**src/rtl/jump_control.sv**
```systemverilog
// -----------------------------------------------------------------------------
// jump_control
//
// Turns jump/branch instructions into a handshaked jump request for the
// program counter, then squashes the pipeline once the jump has been taken.
//
//   IDLE  : accepts one instruction per cycle while instr_ready=1. A taken
//           JMP/BEQ/BNE latches its destination and raises jump.
//   ISSUE : holds jump/jump_data. The acknowledge (jumped) is ignored in the
//           first ISSUE cycle, because it may still reflect an older request.
//           An acknowledge ends ISSUE and starts the flush. If no acknowledge
//           arrives within ACK_TIMEOUT cycles, the request is abandoned and
//           the sticky err flag is set.
//   FLUSH : holds flush for FLUSH_CYCLES cycles, then returns to IDLE.
//
// Parameters
//   FLUSH_CYCLES : flush length in cycles (1..7)
//   ACK_TIMEOUT  : maximum ISSUE length in cycles (2..15)
//
// Ports
//   clock, reset          : single clock; asynchronous active-high reset
//   instr_valid           : opcode/target/flag_zero/pc_in are valid
//   opcode[3:0]           : 1000 JMP, 1001 BEQ, 1010 BNE; all others are non-jump
//   target[7:0]           : absolute address (JMP) or signed offset (BEQ/BNE)
//   flag_zero             : ALU zero flag
//   pc_in[7:0]            : current program counter
//   jumped                : program counter has loaded jump_data
//   jump                  : jump request (registered)
//   jump_data[7:0]        : jump destination, stable while jump=1
//   instr_ready           : high only in IDLE
//   flush                 : squash in-flight pipeline stages
//   err                   : sticky acknowledge-timeout flag
//   jump_count[7:0]       : acknowledged jumps, wraps 255->0
// -----------------------------------------------------------------------------
module jump_control #(
  parameter int FLUSH_CYCLES = 2,
  parameter int ACK_TIMEOUT  = 4
) (
  input  logic       clock,
  input  logic       reset,
  input  logic       instr_valid,
  input  logic [3:0] opcode,
  input  logic [7:0] target,
  input  logic       flag_zero,
  input  logic [7:0] pc_in,
  input  logic       jumped,
  output logic       jump,
  output logic [7:0] jump_data,
  output logic       instr_ready,
  output logic       flush,
  output logic       err,
  output logic [7:0] jump_count
);

  localparam logic [3:0] OP_JMP = 4'b1000;
  localparam logic [3:0] OP_BEQ = 4'b1001;
  localparam logic [3:0] OP_BNE = 4'b1010;

  localparam logic [3:0] FLUSH_LAST = 4'(FLUSH_CYCLES);
  localparam logic [3:0] ACK_LAST   = 4'(ACK_TIMEOUT);

  typedef enum logic [1:0] {
    IDLE,
    ISSUE,
    FLUSH
  } state_t;

  state_t     state;
  // Number of the cycle currently being spent in ISSUE or FLUSH (1-based).
  logic [3:0] cnt;

  logic       taken;
  logic [7:0] dest;

  // NOTE: every signal driven here gets a default value first, so that no
  // path through the block leaves it unassigned and a latch is never inferred.
  always_comb begin
    taken = 1'b0;
    case (opcode)
      OP_JMP:  taken = 1'b1;
      OP_BEQ:  taken = flag_zero;
      OP_BNE:  taken = ~flag_zero;
      default: taken = 1'b0;
    endcase
    // An 8-bit add is the same as adding the sign-extended offset modulo 256.
    dest = (opcode == OP_JMP) ? target : pc_in + target;
  end

  // NOTE: state is updated with non-blocking assignments only, so every
  // register samples the values from before the edge regardless of the order
  // of the statements.
  always_ff @(posedge clock or posedge reset) begin
    if (reset) begin
      state       <= IDLE;
      cnt         <= '0;
      jump        <= 1'b0;
      jump_data   <= '0;
      instr_ready <= 1'b1;
      flush       <= 1'b0;
      err         <= 1'b0;
      jump_count  <= '0;
    end else begin
      case (state)
        IDLE: begin
          if (instr_valid && taken) begin
            jump_data   <= dest;
            jump        <= 1'b1;
            instr_ready <= 1'b0;
            cnt         <= 4'd1;
            state       <= ISSUE;
          end
        end

        ISSUE: begin
          // cnt=1 is the first ISSUE cycle, where jumped may be stale.
          if (cnt >= 4'd2 && jumped) begin
            jump       <= 1'b0;
            flush      <= 1'b1;
            jump_count <= jump_count + 8'd1;
            cnt        <= 4'd1;
            state      <= FLUSH;
          end else if (cnt == ACK_LAST) begin
            jump        <= 1'b0;
            err         <= 1'b1;
            instr_ready <= 1'b1;
            state       <= IDLE;
          end else begin
            cnt <= cnt + 4'd1;
          end
        end

        FLUSH: begin
          if (cnt == FLUSH_LAST) begin
            flush       <= 1'b0;
            instr_ready <= 1'b1;
            state       <= IDLE;
          end else begin
            cnt <= cnt + 4'd1;
          end
        end

        default: begin
          state <= IDLE;
        end
      endcase
    end
  end

endmodule
```
**config.mk**
```make
export PLATFORM = sky130hd
export DESIGN_NAME = jump_control
export DESIGN_NICKNAME = d
export VERILOG_FILES = /design/src/rtl/jump_control.sv
export SDC_FILE = /design/constraint.sdc
export NUM_CORES = 1
export LEC_CHECK = 0
export ABC_CLOCK_PERIOD_IN_PS = 2150
export CAP_MARGIN = 20
export CORE_MARGIN = 3
export CORE_UTILIZATION = 48
export CTS_CLUSTER_DIAMETER = 40
export DETAILED_ROUTE_END_ITERATION = 6
export GPL_TIMING_DRIVEN = 0
export PLACE_DENSITY = 0.79
export SETUP_SLACK_MARGIN = 0.5
export SYNTH_ARGS = -nofsm -noshare
export SYNTH_HDL_FRONTEND = slang
export SYNTH_SLANG_ARGS = --single-unit
```
**constraint.sdc**
```tcl
create_clock -name clock -period 2.15 [get_ports clock]
set_input_delay 0.645 -clock clock [delete_from_list [all_inputs] [get_ports clock]]
set_output_delay 0.645 -clock clock [all_outputs]
set_load 0.005 [all_outputs]
```
---- After elaboration in Yosys (flattened, before gate mapping) ----
Index checks and enable logic that the tools add are counted.
storage, ports and cells
  logic and storage cells ................. 67
  register bits ........................... 26
  input port bits ......................... 25
operators by class
  $add $sub $neg .......................... 3
  bitwise operators ....................... 2
  eq/ne operators ......................... 15
  reductions and logical operators ........ 14
  $lt $le $gt $ge ......................... 1
  mux-type cells .......................... 24
operators with widths
  kind                   number
  $mux W4                4
  $eq A4 B4 Y1 const B   3
  $ne A2 B2 Y1 const B   6
  $pmux W4 S3            1
  $reduce_and A3 Y1      4
  $mux W1                9
  $add A8 B1 Y8 const B  1
  $add A8 B8 Y8          1
  $mux W2                4
  $mux W8                1
  $ne A3 B3 Y1 const B   2
  $pmux W1 S3            2
  $pmux W2 S3            1
  $reduce_and A5 Y1      1
  $add A4 B1 Y4 const B  1
  $eq A4 B2 Y1 const B   1
  $eq A4 B3 Y1 const B   1
  $ge A4 B2 Y1 const B   1
  $pmux W1 S2            2
  $reduce_and A2 Y1      2
  $reduce_and A4 Y1      1
  $reduce_bool A2 Y1     2
  $reduce_bool A3 Y1     1
  $eq A2 B1 Y1 const B   1
  4 further kinds        6

---- Longest topological paths before layout ----
Gate-level depths: netlist (run 1).
  depth after elaboration ................. 5
  mapped depth ............................ 8
  mapped depth without buffers ............ 8

---- Worst setup path after synthesis (run 1) ----
OpenSTA, ideal clock, no wires.
  path type ............................... input port to flip-flop
  start point ............................. in target[4]
  end point ............................... reg jump_data[7]
  slack ................................... -0.037 ns
  cell stages on the path ................. 6
  buffers on the path ..................... 0
  data required time ...................... 2.026 ns
  arrival ................................. 2.063 ns
  library setup time ...................... 0.124 ns
  path through ............................ ha_1 a21o_1 a31o_1 o21a_1 o31a_1 o31a_1
on the way
  cells in the longest elaborated chain, start to end .. 2
RTL lines
  what                    RTL line  text
  start: declaration      43        input logic [7:0] target,
  $add A8 B8 Y8           86        dest = (opcode == OP_JMP) ? target : pc_in + target;
  $mux W8                 86
  end signal: assignment  106       jump_data <= dest;
  end: declaration        48        output logic [7:0] jump_data,
Every way passes these cells.
A chain may end at the register's enable or synchronous reset.

---- Worst setup path after layout (run 1) ----
  start point ............................. reg cnt[1]
  end point ............................... reg cnt[3]
on the way
  cells in the longest elaborated chain, start to end .. 4
  elaborated cells on any way between the ends .. 12
  those cells by class .................... add/sub (1); order compare (1); eq/ne (4); mux (4); reduce/logical (2)
RTL lines
  what                                                     RTL line       text
  start: declaration                                       70             logic [3:0] cnt;
  start signal: assignment                                 128            cnt <= cnt + 4'd1;
  start signal: assignment                                 138            cnt <= cnt + 4'd1;
  $add A4 B1 Y4 / $ge A4 B2 Y1 (equally long branches)     128, 138, 116
  $mux W4 / $logic_and A1 B1 Y1 (equally long branches)    122, 116
  $mux W4 / $ne A3 B3 Y1 (equally long branches)           -
  $pmux W4 S3 / $reduce_and A4 Y1 (equally long branches)  -
Parallel ways exist; a longest one is shown, timed or not. The select of a mux whose other input is x is not followed.

==> metrics.md, run 1 <==
| Metric | Value |
|---|---|
| Crit Path Class | `reg -> reg` |
| Reg clk slew, reported paths | `160 ps` |
| Post-DP HPWL | `3.154 mm` |
| Final Instance Count excl. Fillers | `322` |
| Die ar. | `0.004261 mm2` |
| Simple-gate share of the synthesized area | `17.73%` |
| CTS tree | `yes` |
| Layout area overhead | `78.41%` |
| Crit-path cells | `ha_4 > o41ai_4 > buf_4 > buf_6 > a31oi_4 > nor2b_1 > o21ai_0 > o31ai_1` |
| Max_slew headroom | `63.51%` |
| Slowest stage delay, CP | `500 ps` |
| Peak Freq | `510.0 MHz` |
| Synth Area in XOR/XNOR | `5.193%` |
| Synth top area share | `37.09%` |
| Startpoint types | `register` |
| Placement row count | `20` |
| Final number of hold-violating endpoints | `0` |
| Vias per cell | `6.127` |
| DRC Markers | `0` |
| Most common cell after layout, fill and taps aside | `buf_4` |
| Asr flop ratio synth | `100.0%` |
| Slew @ Worst Pin | `541.6 ps` |
| Most frequent cells in the layout | `buf_4 (43), dfrtp_1 (23), nand2_1 (15), buf_6 (15), clkbuf_2 (11)` |
| Post-Syn Area per Cell | `9.638 um2` |
| IO Port Bufs | `44` |
| DRT Pass-1 Iters | `4` |
| Final worst path period need | `1961 ps` |
| Worst flop-to-flop path endpoint | `cnt[3]` |
| ANT nets after route | `0` |
| Global-route wire length before repair | `9.032 mm` |
| Status | `finished clean` |
| Synth Register Bits | `26` |
| Post-Syn Instances | `175` |
| Slowest CP cell | `dfrtp_2` |
| R2R setup slack | `190 ps` |
| Clock skew | `5.062 ps` |
| Final GP Congestion | `0.8568` |
| TritonCTS buffer count | `3` |
| CTS Root Cell | `clkbuf_4` |
| Final critical-path share of the clock period | `91.19%` |
| Grt total ovfl | `0` |
| Worst EP arrival | `2230 ps` |
| Clock buffer depth | `2` |
| Largest family of logic cells by synthesized area | `simple AND/OR/NAND/NOR gates` |
| Post-synth top area cell | `dfrtp_1` |
| PwrDens | `1150 mW/mm2` |
| Synth area leaders | `dfrtp_1 (37%), ha_1 (11%), nand2_1 (4.2%), o21ai_0 (4.2%), xnor2_1 (3.1%)` |
| Adder-Cell Fraction of Synth Area | `12.31%` |
| Cell area after synthesis | `0.001687 mm2` |
| H-tree levels | `1` |
| Setup violators final | `0` |
| Top Ports | `45` |
| CTS Sinks | `26` |
| Detailed-route wire length per cell | `23.17 um` |
| Max VDD drop | `0.9538 mV` |
| Finished Cell Area | `0.003009 mm2` |
| CP endpoint | `cnt[3]` |
| Syn Nets | `216` |
| HP Class | `in -> async` |
| Clock latency on the worst-skew pair | `350 ps` |
| Initial Util | `52.66%` |
| Number of global-route vias before repair | `1941` |
| RSZ-0062 raised after global routing | `yes` |
| Worst Setup SP | `cnt[1]` |
| Total track usage | `27.43%` |
| Cell variety after synth | `42` |
| EDFF count, synth | `0` |
| Die Span Y | `65.28 um` |
| Leakage | `1.417 nW` |
| Setup crit end kind | `register` |
| WL final | `7.462 mm` |
| Area after DPL | `0.002296 mm2` |
| Max-cap viol count | `0` |
| Routed vias | `1973` |
| WHS | `489.7 ps` |
| Hold buffers post-CTS | `0` |
| Synth Flop Type | `dfrtp_1` |
| Share of cells above drive strength 1 | `54.87%` |
| Seq/Total Area, Yosys | `38.65%` |
| Die W | `65.28 um` |
| Placed cell count | `263` |
| Initial antenna violation count | `1` |
| Core Box Area | `0.003203 mm2` |
| R2R Path Start | `cnt[1]` |
| R2R cell count | `8` |
| Initial DRC count | `154` |
| Worst-path fanout max | `3` |
| Layout Nets | `319` |
| Post-synthesis compound-gate area fraction | `17.66%` |
| Synth Warn # | `0` |
| Fin. max-slew vios | `0` |
| Largest net degree at the start of global routing | `27` |
| Worst Path Required | `2420 ps` |
| Multiplexer area fraction after synthesis | `5.267%` |
==> per-layer routing <==
metal | routed length [um] | part of all wire, % | GRT usage [%] | vias to the layer above
met3 | 400 | 5.4 | 4.103 | 51
met5 | 0 | 0 | 0 | -
met2 | 3723 | 50 | 50.19 | 111
met4 | 557 | 7.5 | 12.69 | 0
li1 | - | - | - | 838
met1 | 2780 | 37 | 31.02 | 973
==> worst max-delay path: cells and delay by family (launching register included) <==
kind	cells	cell delay [ps]
buffers and inverters	2	310
DFF	1	500
adders and majority gates	1	200
AOI/OAI and AO/OA	4	680
and+or+nand+nor	1	190
==> how the worst min path moves through the flow <==
stage	startpoint	to	cells after the start
4_1_cts	jump_data[4]	jump_data[4]	2
6_report	reset	jump_count[7]	2
2_1_floorplan	err	err	1
5_1_grt	reset	jump_data[5]	2
3_5_place_dp	jump_data[4]	jump_data[4]	2
3_3_place_gp	jump_count[7]	jump_count[7]	1
==> registers in the layout (all words and copies together) (netlist names) <==
register     cells
jump_data        8
state            2
jump_count       8
flush            1
cnt              4
instr_ready      1
jump             1
err              1
==> timing repair <==
item | in CTS | in global routing
endpoints found under the setup margin | 41 | 42
setup buffers | 39 | 14
resized for setup | 154 | 46
pin swaps | 34 | 16
==> cell families after synthesis <==
group,count (synthesis)
AO/OA/AOI/OAI,45
XOR/XNOR,10
adder cells (fa/ha/maj),16
buffers and inverters,14
flip-flops,26
multiplexers,8
AND/OR/NAND/NOR,56
==> power by group <==
part           switching, mW  internal [mW]
Combinational           1.09           1.19
Clock                  0.176          0.189
Sequential             0.146          0.670
Total                   1.41           2.05
==> synthesized netlist by cell type, types with 2 or more instances <==
| cell | n |
|---|---|
| a21o_1 | 3 |
| a21oi_1 | 8 |
| a31oi_1 | 3 |
| and2_1 | 2 |
| dfrtp_1 | 25 |
| ha_1 | 15 |
| inv_1 | 12 |
| mux2_2 | 4 |
| mux2i_1 | 3 |
| nand2_1 | 19 |
| nand2b_1 | 3 |
| nand3_1 | 5 |
| nand4_1 | 4 |
| nor2_1 | 5 |
| nor2b_1 | 3 |
| nor3_1 | 5 |
| nor4_1 | 2 |
| o21a_1 | 4 |
| o21ai_0 | 14 |
| o31a_1 | 3 |
| o31ai_1 | 3 |
| or2_2 | 2 |
| xnor2_1 | 6 |
| xor2_1 | 4 |
==> metrics by stage <==
stage | setup TNS, ps | setup slack [ps] | power, mW | utilization [%]
final | 0 | 189.3 | 3.460 | 93.95
after global routing | 0 | 84.10 | 3.616 | 93.95
after CTS | 0 | 336.0 | 2.951 | 87.62
after detailed placement | -3865 | -560.4 | 2.081 | 71.68
after global placement | -3173 | -482.7 | 2.031 | 71.68
after floorplan | 0 | 134.4 | 1.585 | -
==> layout make-up <==
| cell class | instances | area, um2 |
|---|---|---|
| antenna | 1 | 2.502 |
| buffer | 2 | 15.01 |
| clock buffer | 3 | 22.52 |
| clock inverter | 1 | 30.03 |
| fill | 107 | 193.9 |
| inverter | 12 | 50.05 |
| multi-input combinational | 135 | 1360 |
| sequential | 26 | 654.4 |
| tap | 44 | 55.05 |
| timing repair buffer | 98 | 819.5 |
No activity file was read; power rests on OpenSTA's default activity.
==> inputs of run 2 (changes only) <==
--- a/config.mk
+++ b/config.mk
@@ -13,6 +13,7 @@
 export DETAILED_ROUTE_END_ITERATION = 6
 export GPL_TIMING_DRIVEN = 0
 export PLACE_DENSITY = 0.79
+export REMOVE_ABC_BUFFERS = 1
 export SETUP_SLACK_MARGIN = 0.5
 export SYNTH_ARGS = -nofsm -noshare
 export SYNTH_HDL_FRONTEND = slang
==> metrics.md, run 2 (same netlist as run 1, synthesis figures left out) <==
| Metric | Value |
|---|---|
| Status | `finished clean` |
| Core Box Area | `0.003203 mm2 (unchanged)` |
| CTS Sinks | `26 (unchanged)` |
| ANT nets after route | `0 (unchanged)` |
| Worst EP arrival | `2140 ps (-90 ps)` |
| CTS tree | `yes` |
| Clock latency on the worst-skew pair | `340 ps (about the same)` |
| CTS Root Cell | `clkbuf_4` |
| Die W | `65.28 um (unchanged)` |
| Top Ports | `45 (unchanged)` |
| Final number of hold-violating endpoints | `0 (unchanged)` |
| Area of the multi-input gates | `0.001385 mm2 (+1.8%)` |
| Detailed-route wire length per cell | `22.88 um (-1.3%)` |
| Hold buffers post-CTS | `0 (unchanged)` |
| Share of cells above drive strength 1 | `54.38% (-0.49 points)` |
| HP Class | `reg -> reg` |
| R2R Path Start | `cnt[1]` |
| DRT Pass-1 Iters | `4 (unchanged)` |
| RSZ-0062 raised after global routing | `yes` |
| Switching part of the total | `41.70% (+0.90 points)` |
| TritonCTS buffer count | `3 (unchanged)` |
| Final GP Congestion | `0.8452 (-1.4%)` |
| Crit Path Class | `reg -> reg` |
| WHS | `526.9 ps (+37.18 ps)` |
| Sequential cell area | `656.9 um2 (+0.38%)` |
| P_sw | `1.341 mW (-5.0%)` |
| IO Port Bufs | `44 (unchanged)` |
| Final Util | `93.98% (about the same)` |
| Gate power share | `67.0% (+1.1 points)` |
| Initial antenna violation count | `0 (-1)` |
| H-tree levels | `1 (unchanged)` |
| Final critical-path share of the clock period | `87.23% (-4.0 points)` |
| Peak Freq | `533.2 MHz (+4.5%)` |
| Grt total ovfl | `0 (unchanged)` |
| Routed vias | `1939 (-1.7%)` |
| Most frequent cells in the layout | `buf_4 (39), dfrtp_1 (21), buf_6 (17), nand2_1 (15), clkdlybuf4s15_1 (15)` |
| Global-route wire length before repair | `8.549 mm (-5.3%)` |
| Leakage | `1.381 nW (-2.5%)` |
| Layout area overhead | `78.49% (about the same)` |
| Antenna fix cells | `0 (-1)` |
| Clock network fraction of total power | `7.2% (-3.4 points)` |
| Fin. max-slew vios | `0 (unchanged)` |
| Worst Path Required | `2420 ps (about the same)` |
| Max-cap viol count | `0 (unchanged)` |
| Total track usage | `25.73% (-1.7 points)` |
| Largest net degree at the start of global routing | `27 (unchanged)` |
| Initial DRC count | `162 (+5.2%)` |
| Reg clk slew, reported paths | `160 ps (about the same)` |
| Worst-path fanout max | `4 (+1)` |
| Vias per cell | `6.097 (-0.49%)` |
| Layout Nets | `316 (-0.94%)` |
| # fillers | `95 (-11%)` |
| WL final | `7.276 mm (-2.5%)` |
| Slowest stage delay, CP | `480 ps (-20 ps)` |
| Number of global-route vias before repair | `1849 (-4.7%)` |
| DRC Markers | `0 (unchanged)` |
| Max VDD drop | `0.8490 mV (-11%)` |
| Cell Int Power | `1.874 mW (-8.5%)` |
| Sequential share of power | `25.8% (+2.2 points)` |
| Worst hold start | `jump_data[2]` |
| Die ar. | `0.004261 mm2 (unchanged)` |
| Slew @ Worst Pin | `393.8 ps (-147.8 ps)` |
| Die Span Y | `65.28 um (unchanged)` |
| Most common cell after layout, fill and taps aside | `buf_4` |
| Clock buffer depth | `2 (unchanged)` |
| Setup violators final | `0 (unchanged)` |
| Setup crit end kind | `register` |
| Max_slew headroom | `73.72% (+10 points)` |
| PwrDens | `1068 mW/mm2 (-7.1%)` |
| Worst Setup SP | `cnt[1]` |
| Post-DP HPWL | `2.875 mm (-8.8%)` |
| Slowest CP cell | `dfrtp_2` |
| Placement row count | `20 (unchanged)` |
| Startpoint types | `register` |
| Initial Util | `52.66% (unchanged)` |
| Final worst path period need | `1876 ps (-85.15 ps)` |
| Clock skew | `22.44 ps (+17.37 ps)` |
| Crit-path cells | `ha_4 > o41ai_4 > buf_4 > nor2_4 > buf_6 > nor3_4 > mux2_4` |
| Largest regs | `jump_count: 8 flops, jump_data: 8 flops, cnt: 4 flops` |
run 2: cell count changes in the layout (fill, tap and decap cells not counted), moves of 3 or more:
cell | previous run | this run
clkdlybuf4s15_1 | 10 | 15
buf_2 | 10 | 7
o21ai_2 | 1 | 5
buf_4 | 43 | 39
clkbuf_2 | 11 | 8
ha_1 | 5 | 2
run 2: worst paths after layout:
path,to,slack (ps),cells after the start
max,instr_ready,270,7
min,jump_data[2],530,2
max reg2reg,instr_ready,270,7
min reg2reg,jump_data[2],530,2
max in group asynchronous,instr_ready,1050,3
min in group asynchronous,jump_count[7],560,2
run 2: power by group through the flow:
stage | clock network, mW | logic [mW] | registers (mW)
3_3_place_gp | 0 | 1.12 | 0.807
6_report | 0.232 | 2.15 | 0.831
5_1_grt | 0.260 | 2.27 | 0.838
4_1_cts | 0.222 | 1.64 | 0.787
2_1_floorplan | 0 | 0.689 | 0.804
3_5_place_dp | 0 | 1.16 | 0.816
run 2: per-stage QoR:
stage	power (mW)	instance area [um2]	cells	setup TNS [ps]	setup WS, ps
after global placement	1.931	2173	261	-5389	-587.5
after CTS	2.645	2709	299	0	291.6
after floorplan	1.493	1678	173	-37.51	-37.51
after global routing	3.371	3010	318	0	221.3
after detailed placement	1.973	2181	262	-5090	-587.3
final	3.215	3010	318	0	274.5
run 2: area by class of cell:
class | instances | share of cell area, %
flip-flops and latches | 26 | 21.82
well taps | 44 | 1.829
repair buffers | 97 | 27.89
multi-input cells | 135 | 46.01
clock buffers | 4 | 0.8728
inverters | 12 | 1.579
run 2: worst max-delay path, delay by kind of cell, from the launching register on:
family	cells	cell delay [ps]
flops	1	480
buf+inv	2	320
mux	1	320
compound gates	1	270
simple gates	2	230
fa+ha+maj	1	200
run 2: routing by layer:
| metal | part of all wire [%] | GRT usage (%) |
|---|---|---|
| met3 | 6.0 | 3.419 |
| met2 | 51 | 50.06 |
| met1 | 38 | 28.98 |
| met5 | 0 | 0 |
| met4 | 5.1 | 6.736 |
run 2: what timing repair did:
action,4_1_cts,5_1_grt
gates resized for setup,157,66
setup buffers,33,18
pin swaps,31,32
setup endpoints to repair,44,38
==> patch, RTL diff (flow settings as in run 2) <==
Add an input register stage for `target`, without a reset; this delays it by one clock. The other inputs are not delayed to match.
--- a/src/rtl/jump_control.sv
+++ b/src/rtl/jump_control.sv
@@ -65,6 +65,12 @@
     FLUSH
   } state_t;
 
+  logic [7:0] target_q;
+
+  always_ff @(posedge clock) begin
+    target_q <= target;
+  end
+
   state_t     state;
   // Number of the cycle currently being spent in ISSUE or FLUSH (1-based).
   logic [3:0] cnt;
@@ -83,7 +89,7 @@
       default: taken = 1'b0;
     endcase
     // An 8-bit add is the same as adding the sign-extended offset modulo 256.
-    dest = (opcode == OP_JMP) ? target : pc_in + target;
+    dest = (opcode == OP_JMP) ? target_q : pc_in + target_q;
   end
 
   // NOTE: state is updated with non-blocking assignments only, so every
Check against the original RTL: not equivalent (a bounded check fails within 4 cycles, from zero or initial values and one cycle with reset high).
==> patch against run 2 <==
  * Sequential share of layout area rose by 5.5 points
  * Worst hold slack got worse by 41 ps
  * Design area fell by 0.42%
  * Clock skew decreased by 13 ps
  * Setup slack worse by 190 ps
  * Sequential cell count is 8 higher
  * Count of clock-buffer cells in the layout rose by 4
  * Clock power rose by 100%
  * Wire length shrank 17%
  * Critical path depth up 3
  * Total power decreased by 25%
  * Synthesized area is 7.7% higher
  * Critical endpoint is now jump_data[6]
==> patch: results <==
{
  "status": "finished clean",
  "synth_common_cells": "dfrtp_1 (25), nand2_1 (17), o21ai_0 (17), ha_1 (15), inv_1 (15)",
  "yosys-top-cells-area": "dfrtp_1 (34%), ha_1 (10%), dfxtp_1 (8.8%)",
  "hold_start": "jump_data[7]",
  "internal-power_mw": 1.58,
  "layout.nets": 315,
  "cts_buffers": 5,
  "r2r_cells": 9,
  "critPathMaxFanout": 2,
  "rr_startpoint": "target_q[0]",
  "hold_path_end": "jump_data[7]",
  "peakVddDrop_uv": 661,
  "worstReg2RegEnd": "jump_data[6]",
  "place_area_um2": 2310,
  "clk_pin_slew_worst_paths_ps": 70,
  "fill_cells": 166,
  "pre_cts_ws_ps": -762,
  "via_per_inst": 5.75,
  "root_buffer": "clkbuf_8",
  "cts_max_level": 2,
  "wl_um": 6050,
  "ys_types": 45,
  "track_usage_pct": 23.1,
  "ys_seq_area_share_pct": 44.7,
  "power.leakage_nw": 1.37,
  "globalplace.congestion": 0.826,
  "grt_pass1_vias": 1675,
  "rrSetupSlack_ps": 140,
  "dpl.hpwl_um": 2770,
  "clk_latency_ps": 290
}
## patch: routing by layer
layer,global-route usage (%),vias up,share of wire [%]
met5,0,-,0
met4,9.37,0,3.5
met3,3.99,25,7.6
met2,38.9,102,49
met1,29.3,889,40
li1,-,831,-
## patch: cell families (layout without fill, tap and decap cells)
| group | Yosys count | count (layout) | share of synthesized area (%) |
|---|---|---|---|
| flops | 34 | 34 | 44.7 |
| fa+ha+maj | 16 | 16 | 11.4 |
| simple gates | 54 | 54 | 15.7 |
| compound gates | 47 | 47 | 15.8 |
| buf+inv | 18 | 108 | 4.13 |
| mux | 5 | 5 | 2.89 |
| xor+xnor | 11 | 11 | 5.30 |
## patch: worst max path at each step
| stage | start | endpoint | slack (ps) | cells past startpoint |
|---|---|---|---|---|
| after CTS | pc_in[0] | jump_data[6] | 130 | 10 |
| final | pc_in[0] | jump_data[6] | 80 | 10 |
| after detailed placement | pc_in[0] | jump_data[6] | -760 | 10 |
| after global routing | pc_in[0] | jump_data[6] | -0.4 | 10 |
| after global placement | opcode[3] | jump_data[7] | -1260 | 6 |
| after floorplan | opcode[1] | jump_data[7] | -210 | 5 |
## patch: final cells by class
type | instances | area share [%]
Clock buffer | 8 | 2.67
Inverter | 15 | 2.05
Multi-Input combinational cell | 133 | 40.9
Sequential cell | 34 | 27.3
Tap cell | 46 | 1.92
Timing Repair Buffer | 85 | 25.1
## patch: metrics by stage
stage                     utilization [%]  hold WS [ps]  std cells  power [mW]  TNS [ps]
after floorplan                         -           465        182        1.20      -528
after global placement               65.7           453        272        1.51    -10400
after detailed placement             66.1           460        273        1.53     -5520
after CTS                            79.3           479        311        2.14         0
after global routing                 85.8           518        321        2.54    -0.409
final                                85.8           486        321        2.42         0
## patch: repair_timing
action	4_1_cts	5_1_grt
gates resized for setup	102	34
cloned	0	0
setup buffers	30	9
setup endpoints to repair	44	23
pin swaps	24	25
## patch: power by group through the flow
stage / Sequential, mW / Combinational [mW] / Clock [mW]
6_report: 0.862 / 1.10 / 0.464
4_1_cts: 0.844 / 0.836 / 0.456
2_1_floorplan: 0.863 / 0.340 / 0
3_3_place_gp: 0.864 / 0.645 / 0
5_1_grt: 0.871 / 1.17 / 0.502
3_5_place_dp: 0.870 / 0.660 / 0
## patch: worst max-delay path, cell delays in order
cell,delay [ps]
buf_6,80
ha_4,140
inv_2,40
fa_2,410
nor2b_4,140
o211ai_1,100
a21boi_1,230
o21ai_1,110
a311oi_2,260
a21oi_1,70
